`config.mk`:
```
export PLATFORM = sky130hd
export DESIGN_NAME = lcd_ctrl
export DESIGN_NICKNAME = d
export VERILOG_FILES = /design/src/rtl/lcd_ctrl.sv
export SDC_FILE = /design/constraint.sdc
export NUM_CORES = 1
export LEC_CHECK = 0
export ABC_AREA = 1
export CAP_MARGIN = 20
export CORE_MARGIN = 10
export CORE_UTILIZATION = 25
export CTS_BUF_LIST = sky130_fd_sc_hd__clkbuf_4 sky130_fd_sc_hd__clkbuf_8 sky130_fd_sc_hd__clkbuf_16
export CTS_CLUSTER_SIZE = 25
export DETAILED_ROUTE_END_ITERATION = 16
export DONT_BUFFER_PORTS = 1
export SLEW_MARGIN = 5
export SYNTH_ARGS = -nofsm -noshare
export SYNTH_HDL_FRONTEND = slang
export SYNTH_SLANG_ARGS = --single-unit
```
`constraint.sdc`:
```
create_clock -name i_clk -period 1.85 [get_ports i_clk]
set_input_delay 0.37 -clock i_clk [delete_from_list [all_inputs] [get_ports i_clk]]
set_output_delay 0.37 -clock i_clk [all_outputs]
set_load 0.02 [all_outputs]
```
`src/rtl/lcd_ctrl.sv`:
```
// HD44780 character-LCD write engine: power-on init, then one timed RS/EN/DATA
// bus cycle per accepted byte, followed by the LCD execution wait.
//
// state    | meaning
// ---------+--------------------------------------------------------------
// PWR_WAIT | power-on delay before the first init byte (ON rises here)
// SETUP    | RS/DATA driven, EN low, for T_SU cycles
// PULSE    | EN high for T_PW cycles
// HOLD     | EN low, RS/DATA held, for T_H cycles
// EXEC     | LCD execution wait (T_CLR for clear/home, else T_EXEC)
// IDLE     | init complete, ready to accept a byte
module lcd_ctrl #(
  parameter int unsigned T_PWR  = 750000,
  parameter int unsigned T_SU   = 3,
  parameter int unsigned T_PW   = 13,
  parameter int unsigned T_H    = 2,
  parameter int unsigned T_EXEC = 2000,
  parameter int unsigned T_CLR  = 80000
) (
  input  logic        i_clk,
  input  logic        i_reset,
  input  logic        i_valid,
  input  logic        i_rs,
  input  logic [7:0]  i_data,
  output logic        o_ready,
  output logic        o_init_done,
  output logic [31:0] o_io_lcd
);

  localparam logic [2:0] S_PWR_WAIT = 3'd0;
  localparam logic [2:0] S_SETUP    = 3'd1;
  localparam logic [2:0] S_PULSE    = 3'd2;
  localparam logic [2:0] S_HOLD     = 3'd3;
  localparam logic [2:0] S_EXEC     = 3'd4;
  localparam logic [2:0] S_IDLE     = 3'd5;

  // The power-on count is armed on the first edge after reset release, so it
  // loads one less than the other states to keep PWR_WAIT at exactly T_PWR cycles.
  localparam logic [19:0] LD_PWR  = (T_PWR > 1) ? 20'(T_PWR - 2) : 20'd0;
  localparam logic [19:0] LD_SU   = 20'(T_SU - 1);
  localparam logic [19:0] LD_PW   = 20'(T_PW - 1);
  localparam logic [19:0] LD_H    = 20'(T_H - 1);
  localparam logic [19:0] LD_EXEC = 20'(T_EXEC - 1);
  localparam logic [19:0] LD_CLR  = 20'(T_CLR - 1);

  logic [2:0]  state;
  logic [19:0] cnt;
  logic [1:0]  idx;
  logic        on;
  logic        en;
  logic        rs;
  logic [7:0]  data;
  logic        init_done;
  logic        cnt_zero;
  logic        pwr_done;
  logic        slow_cmd;

  function automatic logic [7:0] init_byte(input logic [1:0] i);
    case (i)
      2'd0:    init_byte = 8'h38;
      2'd1:    init_byte = 8'h0C;
      2'd2:    init_byte = 8'h01;
      default: init_byte = 8'h06;
    endcase
  endfunction

  // Terminal-count and command-class decode for the sequencer.
  always_comb begin
    cnt_zero = (cnt == 20'd0);
    pwr_done = on ? cnt_zero : (T_PWR == 1);
    slow_cmd = !rs && (data == 8'h01 || data == 8'h02 || data == 8'h03);
  end

  // Sequencer: state, down-counter, init index and registered pin values.
  always_ff @(posedge i_clk or negedge i_reset) begin
    if (!i_reset) begin
      state     <= S_PWR_WAIT;
      cnt       <= 20'd0;
      idx       <= 2'd0;
      on        <= 1'b0;
      en        <= 1'b0;
      rs        <= 1'b0;
      data      <= 8'h00;
      init_done <= 1'b0;
    end else begin
      case (state)
        S_PWR_WAIT: begin
          on <= 1'b1;
          if (pwr_done) begin
            rs    <= 1'b0;
            data  <= init_byte(2'd0);
            idx   <= 2'd0;
            cnt   <= LD_SU;
            state <= S_SETUP;
          end else begin
            cnt <= on ? cnt - 20'd1 : LD_PWR;
          end
        end
        S_SETUP: begin
          if (cnt_zero) begin
            en    <= 1'b1;
            cnt   <= LD_PW;
            state <= S_PULSE;
          end else begin
            cnt <= cnt - 20'd1;
          end
        end
        S_PULSE: begin
          if (cnt_zero) begin
            en    <= 1'b0;
            cnt   <= LD_H;
            state <= S_HOLD;
          end else begin
            cnt <= cnt - 20'd1;
          end
        end
        S_HOLD: begin
          if (cnt_zero) begin
            cnt   <= slow_cmd ? LD_CLR : LD_EXEC;
            state <= S_EXEC;
          end else begin
            cnt <= cnt - 20'd1;
          end
        end
        S_EXEC: begin
          if (!cnt_zero) begin
            cnt <= cnt - 20'd1;
          end else if (init_done) begin
            state <= S_IDLE;
          end else if (idx == 2'd3) begin
            init_done <= 1'b1;
            state     <= S_IDLE;
          end else begin
            idx   <= idx + 2'd1;
            data  <= init_byte(idx + 2'd1);
            cnt   <= LD_SU;
            state <= S_SETUP;
          end
        end
        S_IDLE: begin
          if (i_valid) begin
            rs    <= i_rs;
            data  <= i_data;
            cnt   <= LD_SU;
            state <= S_SETUP;
          end
        end
        default: begin
          state <= S_PWR_WAIT;
          cnt   <= 20'd0;
        end
      endcase
    end
  end

  // Pin packing: ON, EN, RS, RW=0, DATA; every other bit tied low.
  always_comb begin
    o_io_lcd    = {on, 20'd0, en, rs, 1'b0, data};
    o_ready     = (state == S_IDLE);
    o_init_done = init_done;
  end

endmodule

```
==> results.rst, run 1 <==
.. list-table::
   :header-rows: 1

   * - Metric
     - Value
   * - Final-layout worst hold slack
     - 231 ps
   * - Syn avg cell area
     - 7.50 µm²
   * - Number of design rule violations left after detail routing
     - 0
   * - Clock-pin slew on the worst setup and hold paths
     - 80 ps
   * - Number of antenna violations at the first check in global routing
     - 0
   * - Sequence of cells on the critical path
     - inv_1 -> buf_4 -> nor2_8 -> inv_2 -> or2_4 -> o21ai_4 -> buf_4 -> buf_12 -> nand2_1 -> o211ai_1
   * - Number of cells after detailed placement
     - 512
   * - VDD IR max
     - 746 µV
   * - Count of state elements after synthesis
     - 37
   * - Kind of start point of the critical path
     - register
   * - Hold violation total from the final report
     - 0
   * - Met2 track demand over resource in global routing
     - 15.7%
   * - Maximum number of buffers from clock root to sink
     - 2
   * - Overall via count from detail_route
     - 2,369
   * - Initial drt markers
     - 152
   * - Internal power
     - 2490 µW
   * - Time the worst path needs with I/O delays and setup
     - 1760 ps
   * - Global-route wire length before repair
     - 11.3 mm
   * - Final sum of negative setup slack
     - 0 ps
   * - Die footprint
     - 0.0151 mm²
   * - Global-route congestion overflow total
     - 0
   * - Post-synth cell types
     - 37
   * - Net load switching power
     - 1930 µW
   * - Final Wtd Congestion
     - 0.888
   * - Leading post-synthesis cells by cell area
     - sky130_fd_sc_hd__dfrtp_1 35%, sky130_fd_sc_hd__nand2_1 13%, sky130_fd_sc_hd__buf_4 6.8%
   * - Most frequent cells in the layout
     - 89 x sky130_fd_sc_hd__nand2_1, 38 x sky130_fd_sc_hd__buf_4, 35 x sky130_fd_sc_hd__dfrtp_1
   * - MaxCap Viol Count
     - 0
   * - Setup violation total in the final timing report
     - 0
   * - Global-route met3 utilization
     - 1.82%
   * - Share of the synthesized area in the top cell type
     - 35.0%
   * - Detailed placer's ending HPWL
     - 5.46 mm
   * - CTS Root Buffer Type
     - sky130_fd_sc_hd__clkbuf_8
   * - Commonest non-fill, non-tap cell in the layout
     - sky130_fd_sc_hd__nand2_1
   * - RSZ-0062 raised after global routing
     - yes
   * - Die outline height
     - 123 µm
   * - Final Instance Count excl. Fillers
     - 534
   * - Required time at the worst-slack endpoint
     - 2030 ps
   * - Diode count
     - 0
   * - Top-Level Pins
     - 46
   * - Total power density per cell area
     - 1350 mW/mm²
   * - Sort of element at the end of the critical path
     - register
   * - Dominant cell type by area after synthesis
     - sky130_fd_sc_hd__dfrtp_1
   * - Post-synthesis cell area
     - 0.00265 mm²
   * - H-tree Lvls
     - 2
   * - Count of input and output buffers
     - 0
   * - Met1 routing resource usage after global routing
     - 11.0%
   * - Net Sw Frac
     - 43.7%
   * - Maximum clock frequency
     - 0.568 GHz
   * - Via count of the first global-routing pass
     - 2,316
   * - Synthesis Warnings
     - 0
   * - Core Footprint
     - 0.0103 mm²
   * - Synthesized instance count
     - 353
   * - Class of the most critical setup path
     - reg -> reg
   * - Length of the first detailed-routing pass in iterations
     - 4
   * - Status
     - completed
   * - Power Total
     - 4420 µW
   * - Cell repeated most along the worst path
     - sky130_fd_sc_hd__buf_4
   * - Die Wd
     - 123 µm
   * - Worst path bufs/invs
     - 5
   * - Post-synthesis sequential area ratio
     - 35.0%
   * - Logic gate share of total power
     - 51.8%
   * - Final-stage net count
     - 415
   * - Total wire length
     - 7.07 mm
   * - Share of the cycle needed by the critical path after routing
     - 95.2%
   * - Largest stage delay, worst path
     - 450 ps
   * - CP max stage cell
     - sky130_fd_sc_hd__dfrtp_1
   * - Final antenna-violating net count
     - 0
   * - Cell family contributing the most delay on the critical path
     - buffers and inverters
   * - Class of the tightest hold or removal check
     - in -> reg
   * - Reg power frac
     - 31.3%
   * - Tot GR Track Use
     - 9.18%
   * - Layout cells sized above 1
     - 25.9%
   * - Maximum clock skew at final layout
     - 12.9 ps
   * - Maximum number of pins on one net before global-route repair
     - 38
   * - Data arrival time of the worst path
     - 1940 ps
   * - # rows
     - 37
   * - Clock network fraction of design power
     - 16.9%
   * - Area growth, synth to finish
     - 23.3%
   * - Clock latency on the worst-skew pair
     - 290 ps
   * - Average via count per standard cell
     - 4.44
   * - Final Max Tran Viols
     - 0
   * - Cts bufs inserted
     - 5
   * - Effective utilization at floorplan
     - 25.6%
   * - Standby leakage power
     - 0.00154 µW
   * - Clk sinks
     - 37
   * - Routed length per instance
     - 13.2 µm
   * - Worst-path maximum fanout
     - 10
   * - GR peak layer
     - met2
   * - Total of fill cells in the finished design
     - 1,079
   * - CTS tree
     - done
## synth_stat cells, drive strengths merged
| master | number |
|---|---|
| conb | 1 |
| buf | 26 |
| nor3 | 5 |
| nor2 | 49 |
| xnor2 | 2 |
| ha | 6 |
| clkbuf | 1 |
| inv | 35 |
| nand3b | 1 |
| o21bai | 1 |
| nand4 | 9 |
| nand3 | 22 |
| o21ai | 26 |
| xor2 | 11 |
| o22ai | 2 |
| nand2 | 98 |
| a31o | 1 |
| dfrtp | 37 |
| a22o | 2 |
| or2 | 2 |
| a21oi | 5 |
| nor3b | 1 |
| o211ai | 9 |
| o211a | 1 |
## layer usage
layer / part of all wire, % / up-vias
li1: - / 1181
met5: 0 / -
met1: 44 / 1111
met3: 5.2 / 12
met2: 49 / 65
met4: 2.3 / 0
## worst paths after layout
kind / startpoint / cells after the start / slack [ps] / end
max reg2reg: state[0] / 10 / 90 / cnt[16]
max: state[0] / 10 / 90 / cnt[16]
min in group asynchronous: i_reset / 2 / 530 / idx[1]
min: i_data[7] / 2 / 230 / data[7]
min reg2reg: cnt[1] / 2 / 550 / cnt[1]
max in group asynchronous: i_reset / 2 / 1100 / cnt[2]
## registers in the layout (all words and copies together) (netlist names)
signal / cells
idx: 2
en: 1
cnt: 20
on: 1
o_init_done: 1
state: 3
data: 8
rs: 1
## kinds of logic after synthesis
family,after synthesis,share of synthesized area (%)
DFF,37,35.0
buffers and inverters,62,12.8
adders and majority gates,6,2.84
other,1,0.142
xor gates and xnor gates,13,4.30
AOI/OAI and AO/OA,47,12.1
and+or+nand+nor,187,32.9
## repair_timing
item                                    in CTS  in global routing
endpoints found under the setup margin      12                 29
buffers inserted                             1                 11
pin swaps                                    1                 10
resized for setup                            3                 24
hold buffers                                 2                  0
hold endpoints to repair                    37                  0
## per-stage QoR
stage               setup WS [ps]  utilization [%]  area [µm²]
finish                       89.5             31.6        3260
global route                -35.8             31.6        3260
CTS                          4.46             30.0        3100
detailed placement          -56.7             28.3        2920
global placement             13.0             28.3        2920
floorplan                     142                -        2720
## power groups by stage
| stage | combinational [µW] | sequential (µW) | clock (µW) |
|---|---|---|---|
| 6_report | 2290 | 1380 | 745 |
| 3_5_place_dp | 2000 | 1370 | 0 |
| 4_1_cts | 2110 | 1360 | 768 |
| 2_1_floorplan | 1430 | 1350 | 0 |
| 5_1_grt | 2560 | 1420 | 803 |
| 3_3_place_gp | 2000 | 1370 | 0 |
## cell type report
cell class,count,area (µm²),area share (%)
multi-input combinational,274,1530,46.8
sequential,37,928,28.5
timing repair buffer,44,387,11.8
tap,136,170,5.21
inverter,35,131,4.03
clock buffer,7,90.1,2.76
clock inverter,1,30.0,0.920
Note: power is estimated with default switching activity, not from simulation.
==> run 2: changes to the inputs <==
ABC_AREA = not set   (was 1)
REMOVE_ABC_BUFFERS = 1   (was not set)
==> results.rst, run 2 <==
.. list-table::
   :header-rows: 1

   * - Metric
     - Value
   * - Largest registers
     - cnt x20, data x8, state x3
   * - RSZ-0062 raised after global routing
     - yes
   * - Logic gate share of total power
     - 3.7%
   * - Effective utilization at floorplan
     - 25.8%
   * - Final sum of negative setup slack
     - -9180 ps
   * - Share of cell area taken by muxes after synthesis
     - 6.22%
   * - Max-slew headroom
     - 64.0%
   * - Die outline height
     - 123 µm
   * - Die footprint
     - 0.0152 mm²
   * - Ys flop type
     - sky130_fd_sc_hd__dfrtp_1
   * - Share of the cycle needed by the critical path after routing
     - 124%
   * - Number of design rule violations left after detail routing
     - 0
   * - Capturing point of the worst reg2reg path
     - data[0]
   * - Length of the first detailed-routing pass in iterations
     - 4
   * - H-tree Lvls
     - 2
   * - Diode count
     - 0
   * - Maximum clock skew at final layout
     - 3.56 ps
   * - Min setup slack post-route
     - -442 ps
   * - Sequence of cells on the critical path
     - inv_2 -> ha_1 -> nor4b_4 -> nand4_4 -> or4_4 -> a21oi_4 -> mux2_4
   * - Post-synthesis cell area
     - 0.00268 mm²
   * - Initial drt markers
     - 139
   * - Synthesized instance count
     - 300
   * - Cts bufs inserted
     - 5
   * - Actual slew at the worst max-slew pin
     - 537 ps
   * - # rows
     - 37
   * - Total wire length
     - 8.51 mm
   * - Layout cells sized above 1
     - 42.9%
   * - Sort of element at the end of the critical path
     - register
   * - Largest family of logic cells by synthesized area
     - simple AND/OR/NAND/NOR gates
   * - Reg-to-Reg Start
     - cnt[0]
   * - Number of cells after detailed placement
     - 504
   * - Post-synthesis adder-cell area fraction
     - 2.81%
   * - Top-Level Pins
     - 46
   * - Syn avg cell area
     - 8.92 µm²
   * - Worst-case hold path end point
     - data[6]
   * - Worst hold path depth
     - 2
   * - Hold violation total from the final report
     - 0
   * - Clock network fraction of design power
     - 48.9%
   * - Final Max Tran Viols
     - 0
   * - Post-synthesis sequential area ratio
     - 34.6%
   * - Hold Path Origin
     - i_data[6]
   * - Share of the synthesized area in the top cell type
     - 34.6%
   * - CTS Root Buffer Type
     - sky130_fd_sc_hd__clkbuf_8
   * - Worst path bufs/invs
     - 1
   * - Count of input and output buffers
     - 0
   * - Maximum number of buffers from clock root to sink
     - 2
   * - Largest stage delay, worst path
     - 520 ps
   * - Setup violation total in the final timing report
     - 36
   * - Tot GR Track Use
     - 10.9%
   * - Share of flip-flops with an asynchronous set or reset
     - 100%
   * - Maximum clock frequency
     - 0.436 GHz
   * - Core Footprint
     - 0.0104 mm²
   * - Clock latency on the worst-skew pair
     - 290 ps
   * - Final antenna-violating net count
     - 0
   * - Required time at the worst-slack endpoint
     - 2030 ps
   * - Leading post-synthesis cells by cell area
     - sky130_fd_sc_hd__dfrtp_1 35%, sky130_fd_sc_hd__buf_4 6.7%, sky130_fd_sc_hd__o21ai_0 4.9%
   * - Total of fill cells in the finished design
     - 1,034
   * - Reg power frac
     - 47.4%
   * - VDD IR max
     - 226 µV
   * - Global-route wire length before repair
     - 13.6 mm
   * - Most frequently used cell type in the post-synthesis netlist
     - sky130_fd_sc_hd__dfrtp_1
   * - Worst R2R Setup Slack
     - -440 ps
   * - Register containing the most flip-flops in the final layout
     - cnt
   * - Synthesis Warnings
     - 0
   * - Clock-pin slew on the worst setup and hold paths
     - 80 ps
   * - Post-synth EDFFs
     - 0
   * - Dominant cell type by area after synthesis
     - sky130_fd_sc_hd__dfrtp_1
   * - Average via count per standard cell
     - 4.88
   * - Area occupied by registers
     - 926 µm²
   * - Commonest non-fill, non-tap cell in the layout
     - sky130_fd_sc_hd__buf_4
   * - Number of flip-flops in the largest register
     - 20
   * - Cell family contributing the most delay on the critical path
     - simple AND/OR/NAND/NOR gates
   * - MaxCap Viol Count
     - 0
   * - Worst-path maximum fanout
     - 5
   * - CTS tree
     - done
   * - Internal power
     - 1350 µW
   * - Compound-gate portion of the synthesized area
     - 21.1%
   * - Post-synth cell types
     - 61
   * - Standby leakage power
     - 0.00183 µW
   * - Overall via count from detail_route
     - 2,588
   * - CP max stage cell
     - sky130_fd_sc_hd__or4_4
   * - Die Wd
     - 123 µm
   * - Data arrival time of the worst path
     - 2470 ps
   * - Final-stage net count
     - 411
   * - Class of the most critical setup path
     - reg -> reg
   * - Time the worst path needs with I/O delays and setup
     - 2290 ps
   * - Basic-gate share of the synthesized area counting and, or, nand and nor cells
     - 22.2%
   * - Final-layout worst hold slack
     - 222 ps
   * - Number of antenna violations at the first check in global routing
     - 0
   * - Most frequent cells in the layout
     - 88 x sky130_fd_sc_hd__buf_4, 37 x sky130_fd_sc_hd__dfrtp_1, 21 x sky130_fd_sc_hd__conb_1
   * - Via count of the first global-routing pass
     - 2,758
   * - Post-synth top cells
     - 37 x sky130_fd_sc_hd__dfrtp_1, 26 x sky130_fd_sc_hd__o21ai_0, 24 x sky130_fd_sc_hd__buf_4
   * - Footprint of the multi-input gates
     - 0.00176 mm²
   * - Kind of start point of the critical path
     - register
   * - Count of state elements after synthesis
     - 37
   * - Final Wtd Congestion
     - 0.909
   * - Violations in the final reports
     - negative setup slack
   * - Net Sw Frac
     - 20.9%
   * - Clk sinks
     - 37
   * - Power Total
     - 1710 µW
   * - Final Instance Count excl. Fillers
     - 530
   * - Total power density per cell area
     - 432 mW/mm²
   * - Global-route congestion overflow total
     - 0
   * - Detailed placer's ending HPWL
     - 6.27 mm
   * - Area growth, synth to finish
     - 47.6%
   * - Status
     - finished with violations
   * - Class of the tightest hold or removal check
     - in -> reg
   * - Maximum number of pins on one net before global-route repair
     - 38
   * - Post-Synth XOR/XNOR Area
     - 0.982%
   * - Count of cells along the worst register-to-register path
     - 7
   * - Routed length per instance
     - 16.0 µm
   * - Net load switching power
     - 356 µW
run 2: cell types whose count changed after synthesis, sizes merged, moves of 4 or more:
cell    previous run  this run
a211oi             0         9
clkbuf             1        13
inv               35        19
mux2               0         4
mux2i              0        11
nand2             98        20
nand3             22         8
nor2              49        12
nor2b              0         5
nor4               0         6
or3                0         7
or4                0         6
xor2              11         3
run 2: timing repair:
| item | 4_1_cts | 5_1_grt |
|---|---|---|
| pin swaps | 18 | 23 |
| setup endpoints to repair | 36 | 36 |
| setup buffers | 12 | 7 |
| hold buffers | 2 | 0 |
| resized for setup | 48 | 27 |
| hold endpoints to repair | 37 | 0 |
run 2: logic make-up after synthesis:
kind of cell,Yosys count
simple gates,96
compound gates,82
buf+inv,60
flops,37
mux,15
fa+ha+maj,6
xor+xnor,3
other cells,1
run 2: layout make-up:
cell class	instances	area share (%)
clock inverters	3	1.65
inverters	19	1.81
clock buffers	5	1.74
repair buffers	107	22.6
multi-input cells	223	44.5
well taps	136	4.31
flip-flops and latches	37	23.5
run 2: routing by layer:
| metal | routed length [µm] | vias up | GRT usage, % |
|---|---|---|---|
| met5 | 0 | - | 0 |
| met4 | 102 | 0 | 4.29 |
| met3 | 357 | 5 | 1.41 |
| met2 | 4370 | 53 | 19.1 |
| met1 | 3680 | 1295 | 13.1 |
| li1 | - | 1235 | - |
run 2: power groups by stage:
stage               Combinational [µW]  Clock [µW]  Sequential (µW)
floorplan                         38.3           0              824
global placement                  38.4           0              824
finish                            63.2         835              808
CTS                               62.4         850              808
global route                      70.4         876              808
detailed placement                38.4           0              824
run 2: stage by stage:
stage	setup WS, ps	area [µm²]	utilization [%]
5_1_grt	-549	3950	38.1
3_5_place_dp	-416	3340	32.2
6_report	-442	3950	38.1
4_1_cts	-403	3770	36.4
3_3_place_gp	-352	3340	32.2
2_1_floorplan	-574	2500	-
run 2: how the worst max path moves through the flow:
stage | slack (ps) | cells past startpoint | from | to
2_1_floorplan | -570 | 7 | cnt[0] | data[0]
3_3_place_gp | -350 | 8 | cnt[0] | data[0]
3_5_place_dp | -420 | 9 | cnt[0] | data[2]
4_1_cts | -400 | 7 | cnt[0] | data[0]
5_1_grt | -550 | 8 | cnt[0] | data[2]
6_report | -440 | 7 | cnt[0] | data[0]
